**config.mk**
```make
export PLATFORM = sky130hd
export DESIGN_NAME = inner_product_seq
export DESIGN_NICKNAME = d
export VERILOG_FILES = /design/src/rtl/inner_product_seq.sv
export SDC_FILE = /design/constraint.sdc
export NUM_CORES = 2
export LEC_CHECK = 0
export CAP_MARGIN = 20
export CORE_ASPECT_RATIO = 0.9
export CORE_UTILIZATION = 40
export DETAILED_ROUTE_END_ITERATION = 6
export PLACE_DENSITY = 0.59
export SYNTH_ARGS = -nofsm -noshare
export SYNTH_HDL_FRONTEND = slang
export SYNTH_HIERARCHICAL = 1
export SYNTH_SLANG_ARGS = --single-unit
```
**constraint.sdc**
```tcl
create_clock -name clk -period 21 [get_ports clk]
set_input_delay 2.1 -clock clk [delete_from_list [all_inputs] [get_ports clk]]
set_output_delay 2.1 -clock clk [all_outputs]
set_load 0.1 [all_outputs]
```
**src/rtl/inner_product_seq.sv**
```systemverilog
// rtl/inner_product_seq.sv - sequential float32 inner product over one shared multiplier and adder core
module fp_core #(
    parameter bit IS_ADD = 1'b0
) (
    input  logic        clk,
    input  logic        rst,
    input  logic [31:0] input_a,
    input  logic        input_a_stb,
    output logic        input_a_ack,
    input  logic [31:0] input_b,
    input  logic        input_b_stb,
    output logic        input_b_ack,
    output logic [31:0] output_z,
    output logic        output_z_stb,
    input  logic        output_z_ack
);
    // Normal operands only: denormals flush to zero, round to nearest even, no NaN handling.
    function automatic logic [31:0] pack(input logic s, input logic signed [9:0] e_in,
                                         input logic [23:0] m, input logic g, input logic st);
        logic [24:0]       mr;
        logic signed [9:0] e;
        e  = e_in;
        mr = {1'b0, m} + {24'd0, g & (st | m[0])};
        if (mr[24]) begin
            mr = mr >> 1;
            e  = e + 10'sd1;
        end
        if (e >= 10'sd255) return {s, 8'hFF, 23'd0};
        if (e <= 10'sd0) return {s, 31'd0};
        return {s, e[7:0], mr[22:0]};
    endfunction

    function automatic logic [31:0] fmul(input logic [31:0] x, input logic [31:0] y);
        logic [47:0]       p;
        logic signed [9:0] e;
        logic              s;
        s = x[31] ^ y[31];
        if (x[30:23] == 8'd0 || y[30:23] == 8'd0) return {s, 31'd0};
        p = {24'd0, 1'b1, x[22:0]} * {24'd0, 1'b1, y[22:0]};
        e = $signed({2'b0, x[30:23]}) + $signed({2'b0, y[30:23]}) - 10'sd127;
        if (p[47]) return pack(s, e + 10'sd1, p[47:24], p[23], |p[22:0]);
        return pack(s, e, p[46:23], p[22], |p[21:0]);
    endfunction

    function automatic logic [31:0] fadd(input logic [31:0] x, input logic [31:0] y);
        logic [31:0]       a;
        logic [31:0]       b;
        logic [26:0]       ma;
        logic [26:0]       mb;
        logic [26:0]       mask;
        logic [27:0]       sum;
        logic [7:0]        d8;
        logic [4:0]        d;
        logic signed [9:0] e;
        if (x[30:23] == 8'd0 && y[30:23] == 8'd0) return {x[31] & y[31], 31'd0};
        if (x[30:23] == 8'd0) return y;
        if (y[30:23] == 8'd0) return x;
        if (x[30:0] >= y[30:0]) begin
            a = x;
            b = y;
        end else begin
            a = y;
            b = x;
        end
        d8   = a[30:23] - b[30:23];
        d    = (d8 > 8'd26) ? 5'd27 : d8[4:0];
        ma   = {1'b1, a[22:0], 3'd0};
        mb   = {1'b1, b[22:0], 3'd0};
        mask = (27'd1 << d) - 27'd1;
        mb   = (mb >> d) | {26'd0, |(mb & mask)};
        e    = $signed({2'b0, a[30:23]});
        if (a[31] == b[31]) sum = {1'b0, ma} + {1'b0, mb};
        else sum = {1'b0, ma} - {1'b0, mb};
        if (sum == 28'd0) return 32'd0;
        if (sum[27]) begin
            sum = {1'b0, sum[27:2], sum[1] | sum[0]};
            e   = e + 10'sd1;
        end else begin
            for (int i = 0; i < 26; i++) begin
                if (!sum[26]) begin
                    sum = sum << 1;
                    e   = e - 10'sd1;
                end
            end
        end
        return pack(a[31], e, sum[26:3], sum[2], |sum[1:0]);
    endfunction

    logic [31:0] a_q;
    logic [31:0] b_q;
    logic        a_got;
    logic        b_got;

    always_ff @(posedge clk) begin
        if (rst) begin
            a_q          <= 32'd0;
            b_q          <= 32'd0;
            a_got        <= 1'b0;
            b_got        <= 1'b0;
            input_a_ack  <= 1'b0;
            input_b_ack  <= 1'b0;
            output_z     <= 32'd0;
            output_z_stb <= 1'b0;
        end else begin
            input_a_ack <= input_a_stb & ~input_a_ack & ~a_got & ~output_z_stb;
            input_b_ack <= input_b_stb & ~input_b_ack & ~b_got & ~output_z_stb;
            if (input_a_stb & input_a_ack) begin
                a_q   <= input_a;
                a_got <= 1'b1;
            end
            if (input_b_stb & input_b_ack) begin
                b_q   <= input_b;
                b_got <= 1'b1;
            end
            if (a_got & b_got) begin
                output_z     <= IS_ADD ? fadd(a_q, b_q) : fmul(a_q, b_q);
                output_z_stb <= 1'b1;
                a_got        <= 1'b0;
                b_got        <= 1'b0;
            end else if (output_z_stb & output_z_ack) begin
                output_z_stb <= 1'b0;
            end
        end
    end
endmodule

module inner_product_seq #(
    parameter int N     = 4,
    parameter int LEN_W = $clog2(N + 1)
) (
    input  logic            clk,
    input  logic            rst,
    input  logic [32*N-1:0] row,
    input  logic [32*N-1:0] column,
    input  logic [LEN_W-1:0] len,
    input  logic            acc_mode,
    input  logic            row_i_stb,
    input  logic            column_i_stb,
    output logic            row_i_ack,
    output logic            column_i_ack,
    output logic [31:0]     out,
    output logic            out_o_stb,
    input  logic            out_o_ack,
    output logic            busy
);
    typedef enum logic [2:0] {IDLE, MUL_REQ, MUL_WAIT, ADD_REQ, ADD_WAIT, DONE} state_t;
    state_t state_q, state_d;

    logic [32*N-1:0] row_q, col_q;
    logic [LEN_W-1:0] len_q, idx, len_c;
    logic [31:0] acc, prod, acc_init, mul_a, mul_b, mul_z, add_z;
    logic mul_a_stb, mul_b_stb, mul_a_ack, mul_b_ack, mul_z_stb, mul_z_ack;
    logic add_a_stb, add_b_stb, add_a_ack, add_b_ack, add_z_stb, add_z_ack;
    logic accept, last;

    assign len_c    = (len > LEN_W'(N)) ? LEN_W'(N) : len;
    assign acc_init = acc_mode ? out : 32'd0;
    assign accept   = (state_q == IDLE) & row_i_stb & column_i_stb;
    assign last     = !((idx + LEN_W'(1)) < len_q);
    assign busy     = (state_q != IDLE);

    always_comb begin
        mul_a = 32'd0;
        mul_b = 32'd0;
        for (int k = 0; k < N; k++) begin
            if (LEN_W'(k) == idx) begin
                mul_a = row_q[32*k +: 32];
                mul_b = col_q[32*k +: 32];
            end
        end
    end

    always_comb begin
        state_d = state_q;
        case (state_q)
            IDLE:     if (accept) state_d = (len_c == '0) ? DONE : MUL_REQ;
            MUL_REQ:  if ((~mul_a_stb | mul_a_ack) & (~mul_b_stb | mul_b_ack)) state_d = MUL_WAIT;
            MUL_WAIT: if (mul_z_stb) state_d = ADD_REQ;
            ADD_REQ:  if ((~add_a_stb | add_a_ack) & (~add_b_stb | add_b_ack)) state_d = ADD_WAIT;
            ADD_WAIT: if (add_z_stb) state_d = last ? DONE : MUL_REQ;
            DONE:     if (out_o_ack) state_d = IDLE;
            default:  state_d = IDLE;
        endcase
    end

    always_ff @(posedge clk) begin
        if (rst) state_q <= IDLE;
        else state_q <= state_d;
    end

    always_ff @(posedge clk) begin
        if (rst) begin
            row_i_ack    <= 1'b1;
            column_i_ack <= 1'b1;
            out          <= 32'd0;
            out_o_stb    <= 1'b0;
            row_q        <= '0;
            col_q        <= '0;
            len_q        <= '0;
            idx          <= '0;
            acc          <= 32'd0;
            prod         <= 32'd0;
            mul_a_stb    <= 1'b0;
            mul_b_stb    <= 1'b0;
            add_a_stb    <= 1'b0;
            add_b_stb    <= 1'b0;
            mul_z_ack    <= 1'b0;
            add_z_ack    <= 1'b0;
        end else begin
            row_i_ack    <= (state_d == IDLE);
            column_i_ack <= (state_d == IDLE);
            mul_z_ack    <= (state_q == MUL_WAIT) & mul_z_stb;
            add_z_ack    <= (state_q == ADD_WAIT) & add_z_stb;
            if (mul_a_stb & mul_a_ack) mul_a_stb <= 1'b0;
            if (mul_b_stb & mul_b_ack) mul_b_stb <= 1'b0;
            if (add_a_stb & add_a_ack) add_a_stb <= 1'b0;
            if (add_b_stb & add_b_ack) add_b_stb <= 1'b0;
            case (state_q)
                IDLE: if (accept) begin
                    row_q <= row;
                    col_q <= column;
                    len_q <= len_c;
                    idx   <= '0;
                    acc   <= acc_init;
                    if (len_c == '0) begin
                        out       <= acc_init;
                        out_o_stb <= 1'b1;
                    end else begin
                        mul_a_stb <= 1'b1;
                        mul_b_stb <= 1'b1;
                    end
                end
                MUL_WAIT: if (mul_z_stb) begin
                    prod      <= mul_z;
                    add_a_stb <= 1'b1;
                    add_b_stb <= 1'b1;
                end
                ADD_WAIT: if (add_z_stb) begin
                    acc <= add_z;
                    idx <= idx + LEN_W'(1);
                    if (last) begin
                        out       <= add_z;
                        out_o_stb <= 1'b1;
                    end else begin
                        mul_a_stb <= 1'b1;
                        mul_b_stb <= 1'b1;
                    end
                end
                DONE: if (out_o_ack) out_o_stb <= 1'b0;
                default: ;
            endcase
        end
    end

    fp_core #(.IS_ADD(1'b0)) u_multiplier (
        .clk(clk), .rst(rst),
        .input_a(mul_a), .input_a_stb(mul_a_stb), .input_a_ack(mul_a_ack),
        .input_b(mul_b), .input_b_stb(mul_b_stb), .input_b_ack(mul_b_ack),
        .output_z(mul_z), .output_z_stb(mul_z_stb), .output_z_ack(mul_z_ack)
    );

    fp_core #(.IS_ADD(1'b1)) u_adder (
        .clk(clk), .rst(rst),
        .input_a(acc), .input_a_stb(add_a_stb), .input_a_ack(add_a_ack),
        .input_b(prod), .input_b_stb(add_b_stb), .input_b_ack(add_b_ack),
        .output_z(add_z), .output_z_stb(add_z_stb), .output_z_ack(add_z_ack)
    );
endmodule

```
==> summary.txt <==
Outcome
  • Outcome: complete, but fails checks
  • Violated checks: design-rule violations, negative setup slack

Die
  • Core Rows: 140
  • IO Pins: 301
  • Die ar.: 164900 µm²
  • CORE AREA: 162000 µm²
  • Initial Util: 0.4030
  • Die Wd: 427.9 µm
  • Die H: 385.3 µm

Power and ir drop
  • VDD IR max: 0.00005373 V
  • Pleak: 33.87 nW
  • Power per cell area: 32.07 nW/µm²

Layout
  • Post-layout util: 0.4987
  • Layout cells sized above 1: 0.1692
  • Biggest regs: col_q: 128 flops, row_q: 128 flops
  • Most frequent cells in the layout: nand2_1, buf_4, a21oi_1
  • Layout Area Growth over Synthesis: 23.75%
  • Commonest non-fill, non-tap cell in the layout: nand2_1
  • Final net count: 10750
  • Final cell count without fillers: 11880

Drt
  • Antenna Nets Post-Route: 0
  • Initial drt markers: 8139
  • Residual DRC: 5
  • Vias: 70240
  • Met1 Wirelength: 137500 µm
  • Metal3 WL: 33470 µm
  • Via/cell ratio: 5.911
  • Highest routed layer: met5
  • Met2 WL: 115600 µm
  • DRT Pass-1 Iters: 7
  • Routed len/inst: 24.65 µm
  • Drt total wl: 292900 µm

Yosys
  • Unique masters post-synth: 134
  • EDFF count, synth: 0
  • Synth async-reset ratio: 0
  • Synth Register Bits: 571
  • Top_reg_cell synth: dfxtp_1
  • Cells after synthesis: 8814
  • Synth Net Count: 9868
  • Mean Syn Cell Area: 7.409 µm²
  • Synth Cell Area: 65310 µm²
  • Yosys warns: 6
  • Register area share after synthesis: 0.1750

Critical path
  • CP endpoint kind: flip-flop
  • Req. time, crit path: 21.54 ns
  • Critical path's top delay family: compound AO/OA/AOI/OAI gates
  • Slowest-stage cell, CP: or4b_4
  • Worst Setup Path Type: reg2reg
  • Max FO, Critical Path: 6
  • CP Buf/Inv Count: 7
  • Arr. time, crit path: 22.22 ns
  • Crit-path most repeated cell: ha_1
  • Crit-path max cell delay: 0.56 ns
  • CP Launch Type: flip-flop

Min path
  • Worst Hold Class: reg2reg

STA
  • Hold slack: 0.4483 ns
  • Fin. max-slew vios: 0
  • Final Hold Vio Count: 0
  • Setup TNS: -17.57 ns
  • Finish-stage setup viols: 31
  • Worst Tran Pin Value: 1.324 ns
  • Max_slew headroom: 0.1176
  • Layout Skew: 0.07549 ns
  • Max Freq: 46.12 MHz
  • Minimum clock period: 21.68 ns
  • Fin crit share: 1.032
  • Worst setup margin: -0.6819 ns
  • Unrepaired setup endpoints after global routing: yes

CTS
  • Clk_lat worst skew: 0.65 ns
  • CTS tree: built
  • Hold-fix buffers, CTS: 0
  • CTS Sinks: 571
  • Clock slew at reported path FFs: 0.06 ns
  • Largest buffer count on any clock path: 3
  • CTS buffer count: 66
  • H-tree levels: 3
  • Clock Tree Root: clkbuf_16

Placement
  • RePlAce Congestion: 1.063
  • PortBufs: 300
  • Post-detail-place hpwl: 235800 µm
  • Dpl cells: 11700

Run
  • Max cap viols: 0

Global route
  • Overall routing resource usage: 0.3462
  • Vias in the first global route: 66990
  • First-pass GRT wire length: 436400 µm
  • Initial antenna violation count: 10
  • Grt ovf: 0
  • Largest net degree at the start of global routing: 215
-- routing by layer --
| layer | track usage | up-vias |
|---|---|---|
| li1 | - | 32070 |
| met3 | 0.09381 | 354 |
| met4 | 0.06968 | 10 |
| met5 | 0 | - |
| met1 | 0.5247 | 34430 |
| met2 | 0.4817 | 3380 |
-- where the power goes --
| group | switching, mW | internal, mW |
|---|---|---|
| Combinational | 0.147 | 0.0933 |
| Sequential | 0.0260 | 1.12 |
| Clock | 0.515 | 0.690 |
-- kinds of logic (layout without fill, tap and decap cells) --
logic type | count (synthesis) | count (layout) | share of synthesized area
fa+ha+maj | 789 | 789 | 0.2068
mux | 119 | 119 | 0.01977
xor+xnor | 289 | 289 | 0.04391
simple gates | 3489 | 3489 | 0.2479
compound gates | 2266 | 2266 | 0.2288
flops | 571 | 571 | 0.1750
other cells | 0 | 4 | 0
buf+inv | 1291 | 2226 | 0.07777
-- synthesized netlist by cell type, types with 30 or more instances --
library cell / count / share of area
a211oi_1: 105 / 0.012
a211oi_2: 41 / 0.0079
a21o_1: 65 / 0.0075
a21oi_1: 797 / 0.061
a221o_1: 81 / 0.012
a22oi_1: 32 / 0.0037
a31oi_1: 75 / 0.0072
and2_1: 302 / 0.029
and3_1: 97 / 0.0093
buf_2: 101 / 0.0077
clkbuf_1: 394 / 0.023
dfxtp_1: 571 / 0.18
fa_1: 484 / 0.15
ha_1: 305 / 0.058
inv_1: 739 / 0.042
mux2_2: 32 / 0.0055
mux2i_1: 79 / 0.012
nand2_1: 1717 / 0.099
nand2b_1: 57 / 0.0055
nand3_1: 199 / 0.015
nand4_1: 74 / 0.0071
nor2_1: 535 / 0.031
nor3_1: 175 / 0.013
nor4_1: 68 / 0.0065
o211ai_1: 81 / 0.0093
o21a_1: 59 / 0.0068
o21ai_0: 413 / 0.032
o21ai_1: 44 / 0.0034
o221ai_1: 30 / 0.0040
o22ai_1: 41 / 0.0039
o31ai_1: 33 / 0.0038
or3_1: 59 / 0.0057
xnor2_1: 159 / 0.021
xor2_1: 99 / 0.013
-- worst min-delay path: cells and delay by family, from the launching register on --
family	cells	cell delay [ns]
flip-flops	1	0.31
AND/OR/NAND/NOR	1	0.05
AO/OA/AOI/OAI	1	0.05
-- worst paths after layout --
check,start,end,slack [ns],depth (start not counted)
worst max register to register,u_adder/b_q[21],u_adder/output_z[18],-0.68,117
worst min-delay path,prod[25],u_adder/b_q[25],0.45,2
worst min register to register,prod[25],u_adder/b_q[25],0.45,2
worst max-delay path,u_adder/b_q[21],u_adder/output_z[18],-0.68,117
-- layout make-up --
type	count	area, µm²
fill	16220	81220
multi-input combinational	6952	50380
sequential	571	11460
timing repair buffer	1359	11210
inverter	746	2800
tap	2130	2665
clock buffer	84	1821
clock inverter	37	461.7
antenna	4	10.01
-- metrics by stage --
| stage | power (mW) | cell area, µm² | setup slack [ns] |
|---|---|---|---|
| final | 2.592 | 80810 | -0.6819 |
| after CTS | 2.606 | 80270 | -0.5933 |
| after detailed placement | 1.407 | 76990 | -1.744 |
| after global placement | 1.404 | 76940 | -1.568 |
| after floorplan | 1.301 | 65900 | -0.2339 |
| after global routing | 2.675 | 80810 | -1.628 |
-- what timing repair did --
item	in CTS	in global routing
hold endpoints to repair	0	0
gates cloned	0	0
setup buffers	43	25
gates resized for setup	126	77
pin swaps	138	92
setup endpoints to repair	31	31
(Power assumes the default switching activity.)
